[src/rtl/seq_det_pkg.sv]
// Shared types and defaults for the serial pattern-detector front end.
package seq_det_pkg;

  typedef enum logic {
    IDLE  = 1'b0,
    SHIFT = 1'b1
  } state_t;

  // Patterns are carried in a fixed 8-bit container; only the low PAT_LEN bits are used.
  localparam int                       MAX_PAT_LEN = 8;
  localparam logic [MAX_PAT_LEN-1:0]   DEF_PATTERN = 8'b0001_1001;
  localparam int                       DEF_PAT_LEN = 5;

endpackage

[src/rtl/seq_det_ctrl_pattern_det.sv]
// Overlapping Mealy detector: hit is asserted combinationally on the step that
// completes PATTERN, judged against the last PAT_LEN-1 stepped bits.
module pattern_det
  import seq_det_pkg::*;
#(
  parameter logic [MAX_PAT_LEN-1:0] PATTERN = DEF_PATTERN,
  parameter int                     PAT_LEN = DEF_PAT_LEN
) (
  input  logic clk,
  input  logic rst,
  input  logic clr,
  input  logic step,
  input  logic bit_in,
  output logic hit
);

  localparam int                   HIST_W   = PAT_LEN - 1;
  localparam int                   FILL_W   = $clog2(PAT_LEN);
  localparam logic [PAT_LEN-1:0]   PAT      = PATTERN[PAT_LEN-1:0];
  localparam logic [FILL_W-1:0]    FULL_CNT = FILL_W'(HIST_W);

  logic [HIST_W-1:0]  hist;
  logic [FILL_W-1:0]  fill;
  logic [PAT_LEN-1:0] window;
  logic               full;

  // The fill count stops a cleared (all-zero) history from matching a
  // pattern that happens to begin with zeros.
  assign window = {hist, bit_in};
  assign full   = (fill == FULL_CNT);
  assign hit    = step & full & (window == PAT);

  always_ff @(posedge clk) begin
    if (rst || clr) begin
      hist <= '0;
      fill <= '0;
    end else if (step) begin
      hist <= window[HIST_W-1:0];
      if (!full) fill <= fill + 1'b1;
    end
  end

endmodule

[src/rtl/seq_det_ctrl.sv]
// Word-to-bit front end for the serial pattern detector: valid/ready intake,
// MSB-first serialisation, saturating match counter and sticky threshold irq.
module seq_det_ctrl
  import seq_det_pkg::*;
#(
  parameter int                     WIDTH   = 8,
  parameter int                     CNT_W   = 8,
  parameter logic [MAX_PAT_LEN-1:0] PATTERN = DEF_PATTERN,
  parameter int                     PAT_LEN = DEF_PAT_LEN
) (
  input  logic             clk,
  input  logic             rst,
  input  logic             en,
  input  logic             flush,
  input  logic             s_valid,
  output logic             s_ready,
  input  logic [WIDTH-1:0] s_data,
  input  logic [CNT_W-1:0] thresh,
  input  logic             clr_cnt,
  output logic             busy,
  output logic             det_bit,
  output logic             match,
  output logic [CNT_W-1:0] match_cnt,
  output logic             irq
);

  localparam int               IDX_W    = $clog2(WIDTH);
  localparam logic [IDX_W-1:0] LAST_IDX = IDX_W'(WIDTH - 1);

  state_t           state, state_nxt;
  logic [WIDTH-1:0] shreg;
  logic [IDX_W-1:0] bit_idx;
  logic             step;
  logic             last_bit;
  logic             accept;
  logic             hit;
  logic [CNT_W-1:0] cnt_nxt;

  function automatic logic [CNT_W-1:0] sat_inc(input logic [CNT_W-1:0] v);
    return (&v) ? v : v + 1'b1;
  endfunction

  always_ff @(posedge clk) begin
    if (rst) state <= IDLE;
    else     state <= state_nxt;
  end

  // On the last bit the intake reopens so the next word follows with no bubble.
  always_comb begin
    state_nxt = state;
    s_ready   = 1'b0;
    step      = 1'b0;
    last_bit  = 1'b0;
    det_bit   = 1'b0;
    busy      = 1'b0;
    case (state)
      IDLE: begin
        s_ready = en & ~flush & ~rst;
        if (s_valid && s_ready) state_nxt = SHIFT;
      end
      SHIFT: begin
        busy     = 1'b1;
        det_bit  = shreg[WIDTH-1];
        step     = en & ~flush;
        last_bit = step & (bit_idx == '0);
        s_ready  = last_bit & ~rst;
        if (last_bit && !s_valid) state_nxt = IDLE;
      end
      default: state_nxt = IDLE;
    endcase
    if (flush) state_nxt = IDLE;
  end

  assign accept = s_valid & s_ready;

  always_ff @(posedge clk) begin
    if (rst) begin
      shreg   <= '0;
      bit_idx <= '0;
    end else if (accept) begin
      shreg   <= s_data;
      bit_idx <= LAST_IDX;
    end else if (step) begin
      shreg   <= {shreg[WIDTH-2:0], 1'b0};
      bit_idx <= bit_idx - 1'b1;
    end
  end

  pattern_det #(
    .PATTERN (PATTERN),
    .PAT_LEN (PAT_LEN)
  ) u_det (
    .clk    (clk),
    .rst    (rst),
    .clr    (flush),
    .step   (step),
    .bit_in (det_bit),
    .hit    (hit)
  );

  // clr_cnt wins over a coincident hit; the match pulse itself is unaffected.
  assign cnt_nxt = clr_cnt ? '0 : (hit ? sat_inc(match_cnt) : match_cnt);

  always_ff @(posedge clk) begin
    if (rst) begin
      match     <= 1'b0;
      match_cnt <= '0;
      irq       <= 1'b0;
    end else begin
      match     <= hit;
      match_cnt <= cnt_nxt;
      if (clr_cnt)
        irq <= 1'b0;
      else if (hit && (thresh != '0) && (cnt_nxt >= thresh))
        irq <= 1'b1;
    end
  end

endmodule
[config.mk]
export PLATFORM = sky130hd
export DESIGN_NAME = seq_det_ctrl
export DESIGN_NICKNAME = d
export VERILOG_FILES = /design/src/rtl/seq_det_pkg.sv /design/src/rtl/seq_det_ctrl_pattern_det.sv /design/src/rtl/seq_det_ctrl.sv
export SDC_FILE = /design/constraint.sdc
export NUM_CORES = 1
export LEC_CHECK = 0
export CORE_AREA = 2 2 63 65
export DETAILED_ROUTE_END_ITERATION = 10
export DIE_AREA = 0 0 65 67
export GPL_TIMING_DRIVEN = 0
export PLACE_DENSITY = 0.71
export SLEW_MARGIN = 20
export SYNTH_ARGS = -nofsm -noshare
export SYNTH_HDL_FRONTEND = slang
export SYNTH_SLANG_ARGS = --single-unit
[constraint.sdc]
create_clock -name clk -period 2.9 [get_ports clk]
set_input_delay 0.725 -clock clk [delete_from_list [all_inputs] [get_ports clk]]
set_output_delay 0.725 -clock clk [all_outputs]
set_load 0.01 [all_outputs]
==> Yosys cells after proc, flatten, opt, wreduce, memory -nomap -nowiden <==
Cells that the tools add are included.
{ "word_totals": {"word_cells": 52, "out_inout_bits": 13, "input_bits": 22, "regBits": 29} }
{ "op_classes": {"addsub": 3, "bitwise_logic": 11, "n_reduce_logical": 13, "n_lt_le_gt_ge": 1, "eq_ne": 2, "muxes": 14} }
{ "ops": {"columns": ["cell", "count"], "rows": [
  ["8-bit two-way mux", 5],
  ["8-bit by 1-bit adder with 8-bit output (second input constant)", 1],
  ["8-bit greater-or-equal comparator", 1],
  ["8-bit AND reduction", 1],
  ["8-bit nonzero test", 1],
  ["1-bit bitwise AND", 7],
  ["3-bit two-way mux", 2],
  ["5-bit equality test (second input constant)", 1],
  ["1-bit two-way mux", 5],
  ["1-bit logical AND", 4],
  ["1-bit inverter", 4],
  ["1-bit case mux with 2 select lines", 2],
  ["2-bit OR reduction", 2],
  ["3-bit by 1-bit adder with 3-bit output (second input constant)", 1],
  ["3-bit equality test (second input constant)", 1],
  ["3-bit logical NOT", 1],
  ["3-bit by 1-bit subtractor with 3-bit output (second input constant)", 1],
  ["2-bit AND reduction", 1],
  ["2-bit nonzero test", 1],
  ["1-bit logical NOT", 1],
  ["1-bit logical OR", 1]
]} }

==> Longest topological paths before layout <==
Gate-level depths: netlist of the first run.
{ "depth": {"depth_word": 9, "mapped_depth": 13, "mapped_depth_nobuf": 11} }

==> Hierarchy <==
Synthesis of the first run repeated with hierarchy kept, for this count alone.
{ "unflattened": {"cells_unflattened": 193, "area_unflattened_um2": 1726.7} }
{ "modules_own_cells": {"columns": ["module", "seq_area_each_um2", "instances", "cells_each", "area_each_um2"], "rows": [
  ["seq_det_ctrl", 440.4, 1, 159, 1362.6],
  ["pattern_det", 140.1, 1, 34, 364.1]
]} }

==> Least setup slack after synthesis of the first run <==
No wires, ideal clock.
{ "synth_path": {"path_kind": "input to register", "startpoint": "input flush", "endpoint": "register irq", "cell_stages": 9, "t_arrival_ns": 2.924, "path_slack_ns": -0.155, "setup_ns": 0.131, "t_required_ns": 2.769, "path_buffers": 1, "cell_sequence": "nand4b_1 -> or4_1 -> buf_2 -> or4_4 -> a21oi_1 -> ha_1 -> a211o_1 -> o221ai_1 -> a211oi_1"} }
{ "synth_between": {"elab_chain_cells": 9, "word_cells_on_any_way": 10, "classes_between": "order compare (1); mux (3); bitwise (4); reduce/logical (2)"} }
{ "synth_lines": {"columns": ["element", "line", "text"], "rows": [
  ["start: declaration", "seq_det_ctrl.sv:14", "input logic flush,"],
  ["1-bit inverter", "seq_det_ctrl.sv:64", "step = en & ~flush;"],
  ["1-bit bitwise AND", "seq_det_ctrl.sv:64", null],
  ["1-bit two-way mux", "seq_det_ctrl.sv:56", "case (state)"],
  ["1-bit bitwise AND (2 in series)", "seq_det_ctrl_pattern_det.sv:31", "assign hit = step & full & (window == PAT);"],
  ["8-bit two-way mux (2 in series)", "seq_det_ctrl.sv:102", "assign cnt_nxt = clr_cnt ? '0 : (hit ? sat_inc(match_cnt) : match_cnt);"],
  ["net cnt_nxt[3]", "seq_det_ctrl.sv:37", "logic [CNT_W-1:0] cnt_nxt;"],
  ["8-bit greater-or-equal comparator", "seq_det_ctrl.sv:114", "else if (hit && (thresh != '0) && (cnt_nxt >= thresh))"],
  ["1-bit logical AND", "seq_det_ctrl.sv:114", null],
  ["end signal: assignment", "seq_det_ctrl.sv:108", "irq <= 1'b0;"],
  ["end signal: assignment", "seq_det_ctrl.sv:113", "irq <= 1'b0;"],
  ["end signal: assignment", "seq_det_ctrl.sv:115", "irq <= 1'b1;"],
  ["end: declaration", "seq_det_ctrl.sv:24", "output logic irq"]
]} }
The timed path passes the listed nets, and every way through them passes these cells.
A chain may end at the register's enable or synchronous reset.

==> Final worst setup path of the first run <==
Ends and elaborated chain as after synthesis.

==> qor.yml, run 1 <==
synth-edff-count: 0
post-route-cell-area_um2: 2250
syn_inst: 202
path_cells: "buf_8 -> nand4b_1 -> or4_1 -> buf_6 -> or4_4 -> a21oi_2 -> ha_1 -> a211o_1 -> o221ai_1 -> a211oi_1"
rows: 22
die_area_um2: 4360
crit_path_end_kind: "flop"
final.period_utilization: 0.997
crit_required_ns: 3.05
synth_top_family_by_area: "simple AND/OR/NAND/NOR gates"
finalWorstSetupSlack_ns: 0.00960
ys_top_cells_by_count: "dfxtp_1 (29), nand2_1 (29), a21oi_1 (23)"
ios: 35
die_h_um: 67
period_needed_ns: 2.89
fin_skew_ns: 0.00873
tightest_slew_ns: 0.648
grt_max_degree: 11
routedWlPerCell_um: 13.4
area_growth_pct: 39.7
htree_levels: 2
synth_seq_cells: 29
place.gp.congestion: 0.741
hold_viol: 0
yosysWarnings: 0
synth-compound-area-share: 0.204
grt_pass1_wl_um: 6690
power.density_nw_per_um2: 355
clk_pin_slew_ns: 0.07
dpl_cell_area_um2: 2030
critical_path_class: "input pin to flop"
drtIter0Drc: 111
seq_area_frac_synth: 0.361
p_leak_nw: 0.859
final_nets: 280
post-route-drc-count: 0
cts_sinks: 29
critPathMaxStageDelay_ns: 0.45
syn_area_per_cell_um2: 7.97
grt_pass1_vias: 1472
cp.arrival_ns: 3.04
cts_inserted_buffers: 5
critical_path.startpoint_type: "input pin"
synth_area_leader_cell: "dfxtp_1"
clock_latency_ns: 0.28
synthAdderAreaFrac: 0.101
setup_viol_count_final: 0
relSlewSlack: 0.568
final_antenna_net_count: 0
syn_nets: 237
synth.area.mux_share: 0.00622
synth_simple_gate_area_frac: 0.250
routed_wl_um: 3950
final_max_slew_viol_count: 0
synthesis.area_um2: 1610
core_um2: 3610
dp_hpwl_um: 2730
antenna_found_initial: 0
cts_tree: "built"
synth_top_cells_by_area: "dfxtp_1 (36%), ha_1 (10%), a21oi_1 (7.2%), nand2_1 (6.8%), a311oi_1 (3.8%)"
ys_types: 38
clock_path_buffers: 2
start_util: 0.446
fmax_mhz: 346
yosysTopAreaCellShare: 0.361
viasPerCell: 5.42
die_w_um: 65
maxCapViolCount: 0
worstPathMaxFanout: 7
vias: 1594
clockRootBuffer: "clkbuf_8"
ys_async_sr_fraction: 0
hp-class: "flop to flop"
power_w: 0.000799
drive_gt1_frac: 0.134
peakVddDrop_mv: 0.276
track_usage: 0.198
crit_buf_inv: 2
critPathTopFamily: "simple AND/OR/NAND/NOR gates"
synth_xor_area_frac: 0.0163
place_ws_ns: -0.847
hold_buffers: 0
ys.flop_type: "dfxtp_1"
rsz0062_at_grt: "yes"
antenna_cells: 0
grt_overflow: 0
slowest_stage: "or4_1"
status: "complete, no violations"
drt_pass1_iterations: 4
numPortBuffers: 34
[worst register-to-register path, delay by kind of cell (launching register included)]
family / cells / cell delay, ns
AOI/OAI and AO/OA: 4 / 0.70
buffers and inverters: 2 / 0.24
DFF: 1 / 0.33
adders and majority gates: 2 / 0.41
and+or+nand+nor: 3 / 1.05
[state kept, by name, indices dropped and copies added (netlist names)]
signal / flops
match: 1
bit_idx: 3
irq: 1
shreg: 8
u_det.fill: 3
state: 1
u_det.hist: 4
match_cnt: 8
[cell type report]
class / instances / area (um2)
inverter: 14 / 52.6
multi-input combinational: 147 / 1020
clock inverter: 2 / 10.0
buffer: 10 / 61.3
sequential: 29 / 581
clock buffer: 6 / 72.6
tap: 48 / 60.1
fill: 338 / 1360
timing repair buffer: 38 / 389
[routing by layer]
metal | routed length, um | GRT usage | up-vias
met1 | 1840 | 0.249 | 733
li1 | - | - | 814
met2 | 1880 | 0.335 | 43
met4 | 39 | 0.0612 | 0
met3 | 181 | 0.0456 | 4
met5 | 0 | 0 | -
[path summary, 6_finish.rpt]
path,from,to,slack (ns),cells past startpoint
min reg2reg,shreg[6],shreg[7],0.48,2
max reg2reg,u_det.fill[1],irq,0.06,11
max,flush,irq,0.01,10
min,shreg[6],shreg[7],0.48,2
[report_power, final]
| group | internal, W | total, W | switching [W] |
|---|---|---|---|
| Sequential | 0.000405 | 0.000409 | 0.00000394 |
| Clock | 0.000166 | 0.000314 | 0.000148 |
| Combinational | 0.0000425 | 0.0000765 | 0.0000340 |
[timing repair]
item                                    in CTS  in global routing
cloned                                       0                  1
resized for setup                           16                 18
setup buffers                                0                  3
endpoints found under the setup margin       2                  2
pin swaps                                    6                 11
[cells by family after synthesis]
kind of cell	after synthesis
AND/OR/NAND/NOR	79
AO/OA/AOI/OAI	51
flip-flops	29
buffers and inverters	26
adder cells (fa/ha/maj)	13
XOR/XNOR	3
multiplexers	1
[layout by cell type (no fill, tap or decap), types with 3 or more instances in the layout]
cell type        instances
dfxtp_1                 29
a211oi_1                 3
nand2_1                 29
or3_1                    3
nand3_1                  6
ha_1                    12
a311oi_1                 7
a21oi_2                  3
buf_4                    3
o21ai_0                  3
inv_1                   12
a21oi_1                 20
nor2_1                  12
nor3_1                   4
clkbuf_1                 8
clkdlybuf4s50_1         30
and3_1                   5
clkbuf_8                 5
[per-stage QoR]
step	utilization	cells	hold slack (ns)	setup TNS, ns
2_1_floorplan	-	202	0.437	0
3_3_place_gp	0.562	284	0.450	-2.23
3_5_place_dp	0.562	284	0.463	-2.11
4_1_cts	0.601	291	0.477	-0.192
5_1_grt	0.624	294	0.496	-0.106
6_report	0.624	294	0.475	0
Note: power is estimated with default switching activity, not from simulation.
==> inputs of run 2 (changes only) <==
CTS_CLUSTER_SIZE = 8   (was unset)
==> results of run 2 <==
Same layout as run 1: the final DEF is identical, and so are final timing and power.
==> inputs of run 3 (changes only) <==
TNS_END_PERCENT = 50   (was unset)
==> results of run 3 <==
Same layout as run 1: the final DEF is identical, and so are final timing and power.
